==> src/rtl/prog_loader_if.sv <==
// Bundles the loader's nibble stream and the CPU fetch port.
// Stream handshake: a nibble moves on a rising edge where nib_valid && nib_ready; nib_data is ignored otherwise.
interface prog_loader_if #(
  parameter int ADDR_W = 4,
  parameter int NIB_W  = 4
);
  logic                nib_valid;
  logic [NIB_W-1:0]    nib_data;
  logic                nib_ready;
  logic [ADDR_W-1:0]   cpu_addr;
  logic [2*NIB_W-1:0]  cpu_data;
  logic                cpu_hold;

  modport master (
    output nib_valid, nib_data, cpu_addr,
    input  nib_ready, cpu_data, cpu_hold
  );

  modport slave (
    input  nib_valid, nib_data, cpu_addr,
    output nib_ready, cpu_data, cpu_hold
  );
endinterface

==> src/rtl/prog_loader.sv <==
// Program RAM with a nibble-stream loader; holds the CPU while a load runs.
// Tracks bytes written and an 8-bit additive checksum for the current/last load.
module prog_loader #(
  parameter int ADDR_W = 4,
  parameter int NIB_W  = 4
) (
  input  logic              clk,
  input  logic              rst,
  input  logic              start,
  prog_loader_if.slave      bus,
  output logic              busy,
  output logic              done,
  output logic [ADDR_W:0]   wr_count,
  output logic [7:0]        checksum,
  output logic [1:0]        dbg_state
);
  localparam int DEPTH = 2 ** ADDR_W;
  localparam logic [ADDR_W-1:0] LAST = '1;

  typedef enum logic [1:0] {
    IDLE    = 2'd0,
    WAIT_HI = 2'd1,
    WAIT_LO = 2'd2,
    FINISH  = 2'd3
  } state_t;

  state_t               state, state_nxt;
  logic [2*NIB_W-1:0]   mem [DEPTH];
  logic [ADDR_W-1:0]    wr_ptr;
  logic [NIB_W-1:0]     hi_reg;
  logic [2*NIB_W-1:0]   wr_byte;
  logic                 xfer;
  logic                 clr;
  logic                 take_hi;
  logic                 wr_en;

  assign xfer      = bus.nib_valid && bus.nib_ready;
  assign wr_byte   = {hi_reg, bus.nib_data};
  assign dbg_state = state;

  // start overrides everything, including a transfer on the same edge.
  always_comb begin
    state_nxt = state;
    clr       = 1'b0;
    take_hi   = 1'b0;
    wr_en     = 1'b0;
    if (start) begin
      state_nxt = WAIT_HI;
      clr       = 1'b1;
    end else begin
      case (state)
        IDLE: state_nxt = IDLE;
        WAIT_HI: begin
          if (xfer) begin
            take_hi   = 1'b1;
            state_nxt = WAIT_LO;
          end
        end
        WAIT_LO: begin
          if (xfer) begin
            wr_en     = 1'b1;
            state_nxt = (wr_ptr == LAST) ? FINISH : WAIT_HI;
          end
        end
        FINISH:  state_nxt = IDLE;
        default: state_nxt = IDLE;
      endcase
    end
  end

  // Status outputs are registered from the next state so they line up with it.
  always_ff @(posedge clk) begin
    if (rst) begin
      state         <= IDLE;
      bus.nib_ready <= 1'b0;
      bus.cpu_hold  <= 1'b0;
      busy          <= 1'b0;
      done          <= 1'b0;
      wr_count      <= '0;
      checksum      <= '0;
      wr_ptr        <= '0;
      hi_reg        <= '0;
    end else begin
      state         <= state_nxt;
      bus.nib_ready <= (state_nxt == WAIT_HI) || (state_nxt == WAIT_LO);
      bus.cpu_hold  <= (state_nxt != IDLE);
      busy          <= (state_nxt != IDLE);
      done          <= (state_nxt == FINISH);
      if (clr) begin
        wr_ptr   <= '0;
        wr_count <= '0;
        checksum <= '0;
      end
      if (take_hi) hi_reg <= bus.nib_data;
      if (wr_en) begin
        checksum <= checksum + 8'(wr_byte);
        wr_count <= wr_count + (ADDR_W+1)'(1);
        wr_ptr   <= wr_ptr + ADDR_W'(1);
      end
    end
  end

  // RAM contents survive reset; only the write is suppressed during it.
  always_ff @(posedge clk) begin
    if (wr_en && !rst) mem[wr_ptr] <= wr_byte;
  end

  assign bus.cpu_data = mem[bus.cpu_addr];
endmodule

==> src/flat_wrapper.sv <==
// flat-port wrapper written by rule: the top's interface ports become plain ports
module prog_loader_flat 
#(
  parameter int ADDR_W = 4,
  parameter int NIB_W  = 4
)
  (clk, rst, start, busy, done, wr_count, checksum, dbg_state, bus_nib_valid, bus_nib_data, bus_cpu_addr, bus_nib_ready, bus_cpu_data, bus_cpu_hold);
  prog_loader_if #(.ADDR_W(ADDR_W), .NIB_W(NIB_W)) bus_i ();
  input  logic clk;
  input  logic rst;
  input  logic start;
  output logic busy;
  output logic done;
  output logic [ADDR_W:0] wr_count;
  output logic [7:0] checksum;
  output logic [1:0] dbg_state;
  input wire logic [$bits(bus_i.nib_valid)-1:0] bus_nib_valid;
  input wire logic [$bits(bus_i.nib_data)-1:0] bus_nib_data;
  input wire logic [$bits(bus_i.cpu_addr)-1:0] bus_cpu_addr;
  output wire logic [$bits(bus_i.nib_ready)-1:0] bus_nib_ready;
  output wire logic [$bits(bus_i.cpu_data)-1:0] bus_cpu_data;
  output wire logic [$bits(bus_i.cpu_hold)-1:0] bus_cpu_hold;
  assign bus_i.nib_valid = bus_nib_valid;
  assign bus_i.nib_data = bus_nib_data;
  assign bus_i.cpu_addr = bus_cpu_addr;
  assign bus_nib_ready = bus_i.nib_ready;
  assign bus_cpu_data = bus_i.cpu_data;
  assign bus_cpu_hold = bus_i.cpu_hold;
  prog_loader #(.ADDR_W(ADDR_W), .NIB_W(NIB_W)) u_core (.clk(clk), .rst(rst), .start(start), .bus(bus_i), .busy(busy), .done(done), .wr_count(wr_count), .checksum(checksum), .dbg_state(dbg_state));
endmodule
==> config.mk <==
export PLATFORM = sky130hd
export DESIGN_NAME = prog_loader_flat
export DESIGN_NICKNAME = d
export VERILOG_FILES = /design/src/rtl/prog_loader_if.sv /design/src/rtl/prog_loader.sv /design/src/flat_wrapper.sv
export SDC_FILE = /design/constraint.sdc
export NUM_CORES = 1
export LEC_CHECK = 0
export ABC_AREA = 1
export BUFFER_PORTS_ARGS = -buffer_cell sky130_fd_sc_hd__buf_4
export CORE_MARGIN = 3
export CORE_UTILIZATION = 58
export DETAILED_ROUTE_END_ITERATION = 10
export PLACE_DENSITY = 0.76
export SLEW_MARGIN = 40
export SYNTH_ARGS = -nofsm -noshare
export SYNTH_HDL_FRONTEND = slang
export SYNTH_SLANG_ARGS = --single-unit
==> constraint.sdc <==
create_clock -name clk -period 4.89 [get_ports clk]
set_input_delay 1.467 -clock clk [delete_from_list [all_inputs] [get_ports clk]]
set_output_delay 1.467 -clock clk [all_outputs]
set_load 0.005 [all_outputs]
Word level (Yosys, flattened, before mapping) --
Memories as Yosys holds them, arrays and structs flattened. Cells that the tools add are included.
Storage, ports and cells: register bits 26, RAM bits 128, input bits 12, word-level logic and storage cells 46, memories 1
Cells by class: $add $sub $neg 3, equal/unequal tests 7, mux-type cells 19, reduce and logical (&&, ||, !) cells 8
Memories:
- u_core.mem | depth 16, width 8, rd ports 1, clocked after memory_dff 0, write ports 1, line prog_loader.sv:28 | logic [2*NIB_W-1:0] mem [DEPTH];
Operator list (number):
- two-way mux 8 bit | 2
- two-way mux 5 bit | 2
- adder 8 bit | 1
- equality test 2 bit (second input constant) | 4
- two-way mux 1 bit | 8
- two-way mux 2 bit | 4
- two-way mux 4 bit | 2
- case mux 2 bit (3 select lines) | 1
- adder 5 x 1 -> 5 bit (second input constant) | 1
- adder 4 x 1 -> 4 bit (second input constant) | 1
- equality test 2 x 1 -> 1 bit (second input constant) | 2
- equality test 4 bit (second input constant) | 1
- nonzero test 2 bit | 2
- logical AND 1 bit | 2
- zero test 2 bit | 1
- OR reduction 2 bit | 1
- zero test 1 bit | 1
- logical OR 1 bit | 1

Longest topological paths before layout --
word-level depth 7, gate-level depth with buffers 11, gate-level depth less buffers 11

Worst setup path before layout --
Ideal clock, no wire load.
kind input-to-output, start point in bus_cpu_addr[0], end point out bus_cpu_data[7], data arrival time 2.300 ns, path slack 1.123 ns, stages 7, path buffers 3, cell sequence buf_2 -> buf_4 -> buf_2 -> o211ai_1 -> nand3_1 -> nand3_1 -> nand2_1
Between the ends: word-level cells in the longest chain between the ends 1
Ends and longest elaborated chain:
- from (decl) | line flat_wrapper.sv:19 | input wire logic [$bits(bus_i.cpu_addr)-1:0] bus_cpu_addr;
- memory read (16 x 8 bit)
- to (decl) | line flat_wrapper.sv:21 | output wire logic [$bits(bus_i.cpu_data)-1:0] bus_cpu_data;
No other way between the ends.

Final worst setup path --
start point in bus_cpu_addr[0], end point out bus_cpu_data[0]
Same word-level chain as after synthesis.

==> impl_metrics.ini <==
[status]
run_status = finished clean

[critical_path]
setup.worst_path.start_class = input pin
worstPathMaxFanout = 58
crit_path_end_kind = output port
timing.critical_path.required_ns = 3.42
criticalPathCategory = input pin to output port
critPathArrivalTime_ns = 2.91

[timing]
fin_setup_tns_ns = 0
worst_slew_pin_slew_ns = 0.8256
grt_setup_unrepaired = false
shortest_period_the_worst_path_allows_ns = 4.380
timing.clock.skew_ns = 0.009868
hold_slack_ns = 0.4631
timing.final.max_slew_violations = 0
final_critical_path_share_of_the_clock_period_pct = 89.57
timing.slew.headroom_pct = 44.76
setup_viol = 0
max_freq_ghz = 0.2283
hold_viol_final = 0

[synth]
postSynthNetCount = 653
synth-seq-area-share_pct = 65.37
yosys.cell_count.top_type = sky130_fd_sc_hd__edfxtp_1
number_of_enable_type_register_cells_in_the_synthesized_netlist = 128
register_bit_total_from_synthesis = 154
synth_largest_area_cell = sky130_fd_sc_hd__edfxtp_1
synthFlopType = sky130_fd_sc_hd__edfxtp_1
syn_avg_cell_area_sq_um = 10.67
synthesis.yosys.warnings = 0
syn-cell-area_sq_um = 6676
synth_top_cell_area_share_pct = 57.57
syn_inst = 626
netlist-cell-type-count = 25
post_synth_main_area_contributors = sky130_fd_sc_hd__edfxtp_1 58%, sky130_fd_sc_hd__dfxtp_1 7.8%, sky130_fd_sc_hd__inv_1 5.7%, sky130_fd_sc_hd__nand2_1 4.9%, sky130_fd_sc_hd__nand3_1 4.8%
synth_async_sr_flop_share_pct = 0
synth.cells.most_frequent = 128 x sky130_fd_sc_hd__edfxtp_1, 102 x sky130_fd_sc_hd__inv_1, 88 x sky130_fd_sc_hd__nand2_1, 64 x sky130_fd_sc_hd__nand3_1, 47 x sky130_fd_sc_hd__a21oi_1

[final_layout]
top_register = u_core.mem
postLayoutCoreUtil_pct = 68.90
drive_above_1_share_pct = 12.24
reg_top3 = u_core.mem (128), u_core.checksum (8), u_core.wr_count (5)
syn_to_final_growth_pct = 13.83
layout.nets = 684
max_reg_flops = 128
antenna_cells_inserted = 0

[power]
power.total_mw = 2.778
power.ir.vdd_worst_mv = 0.2066
pwr_density_cell_nw_per_um2 = 365.5
static-leakage-power_nw = 2.992

[clock_tree]
htree_levels = 4
cts.clk_slew.worst_paths_ns = 0.06
worst_skew_pair.late_latency_ns = 0.41
post-cts-setup-buffer-count = 0
cts_inserted_buffers = 17
tritoncts = built
ctsResizeCount = 0
clockBufferDepth = 2
numClockSinks = 154
cts-hold-fix-buffers = 0
cts_root_cell = sky130_fd_sc_hd__clkbuf_16

[global_routing]
grt_pass1_vias = 4521
grt_util_all_layers_pct = 23.77
grt-busiest-layer = met2
grt_max_degree = 65
met3_usage_pct = 5.989
grt_first_pass_wirelength_um = 23330
antenna_found_initial = 0
grt.met2_usage_pct = 38.31
gr-total-overflow = 0
met1_usage_pct = 30.92

[min_path]
worst_hold_path_type = register to register

[drt]
dr.pass1.iters = 5
drtAntennaViolNets = 0
post_dr_wirelength_cell_um = 17.55
total_detailed_routing_wirelength_um = 14210
drt-vias-per-instance = 5.562
route.detailed.drc = 0
drt_first_iter_violations = 415
via_count = 4505

[floorplan]
pin_count = 39
die_x_um = 113.3
placeableCoreArea_sq_um = 11030
die_area_sq_um = 12830
floorplan.initialDensity_pct = 60.53
placement_rows = 38
die-height_um = 113.3

[place]
io_buffer_count = 38
gp_routability_congestion = 0.8975
dp_hpwl_um = 8945

[flow_run]
drv_cap = 0
path summary, 6_finish.rpt:
path                                        start                              end  depth (start not counted)  slack (ns)
setup / recovery                  bus_cpu_addr[0]                  bus_cpu_data[0]                          8        0.51
hold / removal    u_core.wr_count[4]$_SDFFE_PP0P_  u_core.wr_count[4]$_SDFFE_PP0P_                          2        0.46
setup reg to reg   u_core.dbg_state[1]$_SDFF_PP0_      u_core.mem[10][0]$_DFFE_PP_                          6        2.64
hold reg to reg   u_core.wr_count[4]$_SDFFE_PP0P_  u_core.wr_count[4]$_SDFFE_PP0P_                          2        0.46
power breakdown:
group          internal [mW]  leakage (nW)  switching, mW
combinational         0.0496          1.33         0.0894
sequential              1.42          1.40        0.00579
clock                  0.740         0.267          0.476
total                   2.21          2.99          0.571
cell families after synthesis:
group | count (synthesis) | synth area share, %
and+or+nand+nor | 199 | 13.14
DFF | 154 | 65.37
buffers and inverters | 132 | 7.815
AOI/OAI and AO/OA | 124 | 10.49
adders and majority gates | 15 | 2.924
xor gates and xnor gates | 2 | 0.2624
layout by cell type, fill, tap and decap left out, drive strengths merged:
cell type	n
a21oi	47
and3	1
buf	40
bufinv	2
clkbuf	21
clkinv	8
clkinvlp	1
dfxtp	26
edfxtp	128
fa	1
ha	14
inv	104
nand2	89
nand3	64
nand4	2
nor2	37
nor3	4
o211ai	32
o21ai	45
or2	2
xnor2	1
xor2	1
worst max-delay path, stage by stage:
cell and delay (ns):
sky130_fd_sc_hd__buf_4 0.36, sky130_fd_sc_hd__buf_12 0.29, sky130_fd_sc_hd__a21oi_1 0.10, sky130_fd_sc_hd__o21ai_0 0.12, sky130_fd_sc_hd__nand3_1 0.18, sky130_fd_sc_hd__nand3_1 0.12
sky130_fd_sc_hd__nand2_1 0.08, sky130_fd_sc_hd__buf_4 0.14
area by class of cell:
type | instances | area, sq um
fillers | 811 | 3431
clock buffers | 21 | 440.4
flip-flops and latches | 154 | 4364
multi-input cells | 340 | 1813
clock inverters | 11 | 103.9
inverters | 104 | 390.4
repair buffers | 40 | 312.8
well taps | 140 | 175.2
metrics by stage:
step                      area (sq um)  cells  setup slack (ns)
final                             7600    810            0.5098
after global routing              7600    810            0.3991
after CTS                         7595    810            0.5497
after detailed placement          7051    778            0.5760
after global placement            7033    778            0.6198
after floorplan                   6676    626             1.123
metal layers:
| metal | part of all wire, % | up-vias |
|---|---|---|
| met2 | 48 | 200 |
| met4 | 2.4 | 0 |
| met5 | 0 | - |
| met1 | 42 | 2088 |
| met3 | 7.9 | 25 |
| li1 | - | 2192 |
No activity file was read; power rests on OpenSTA's default activity.
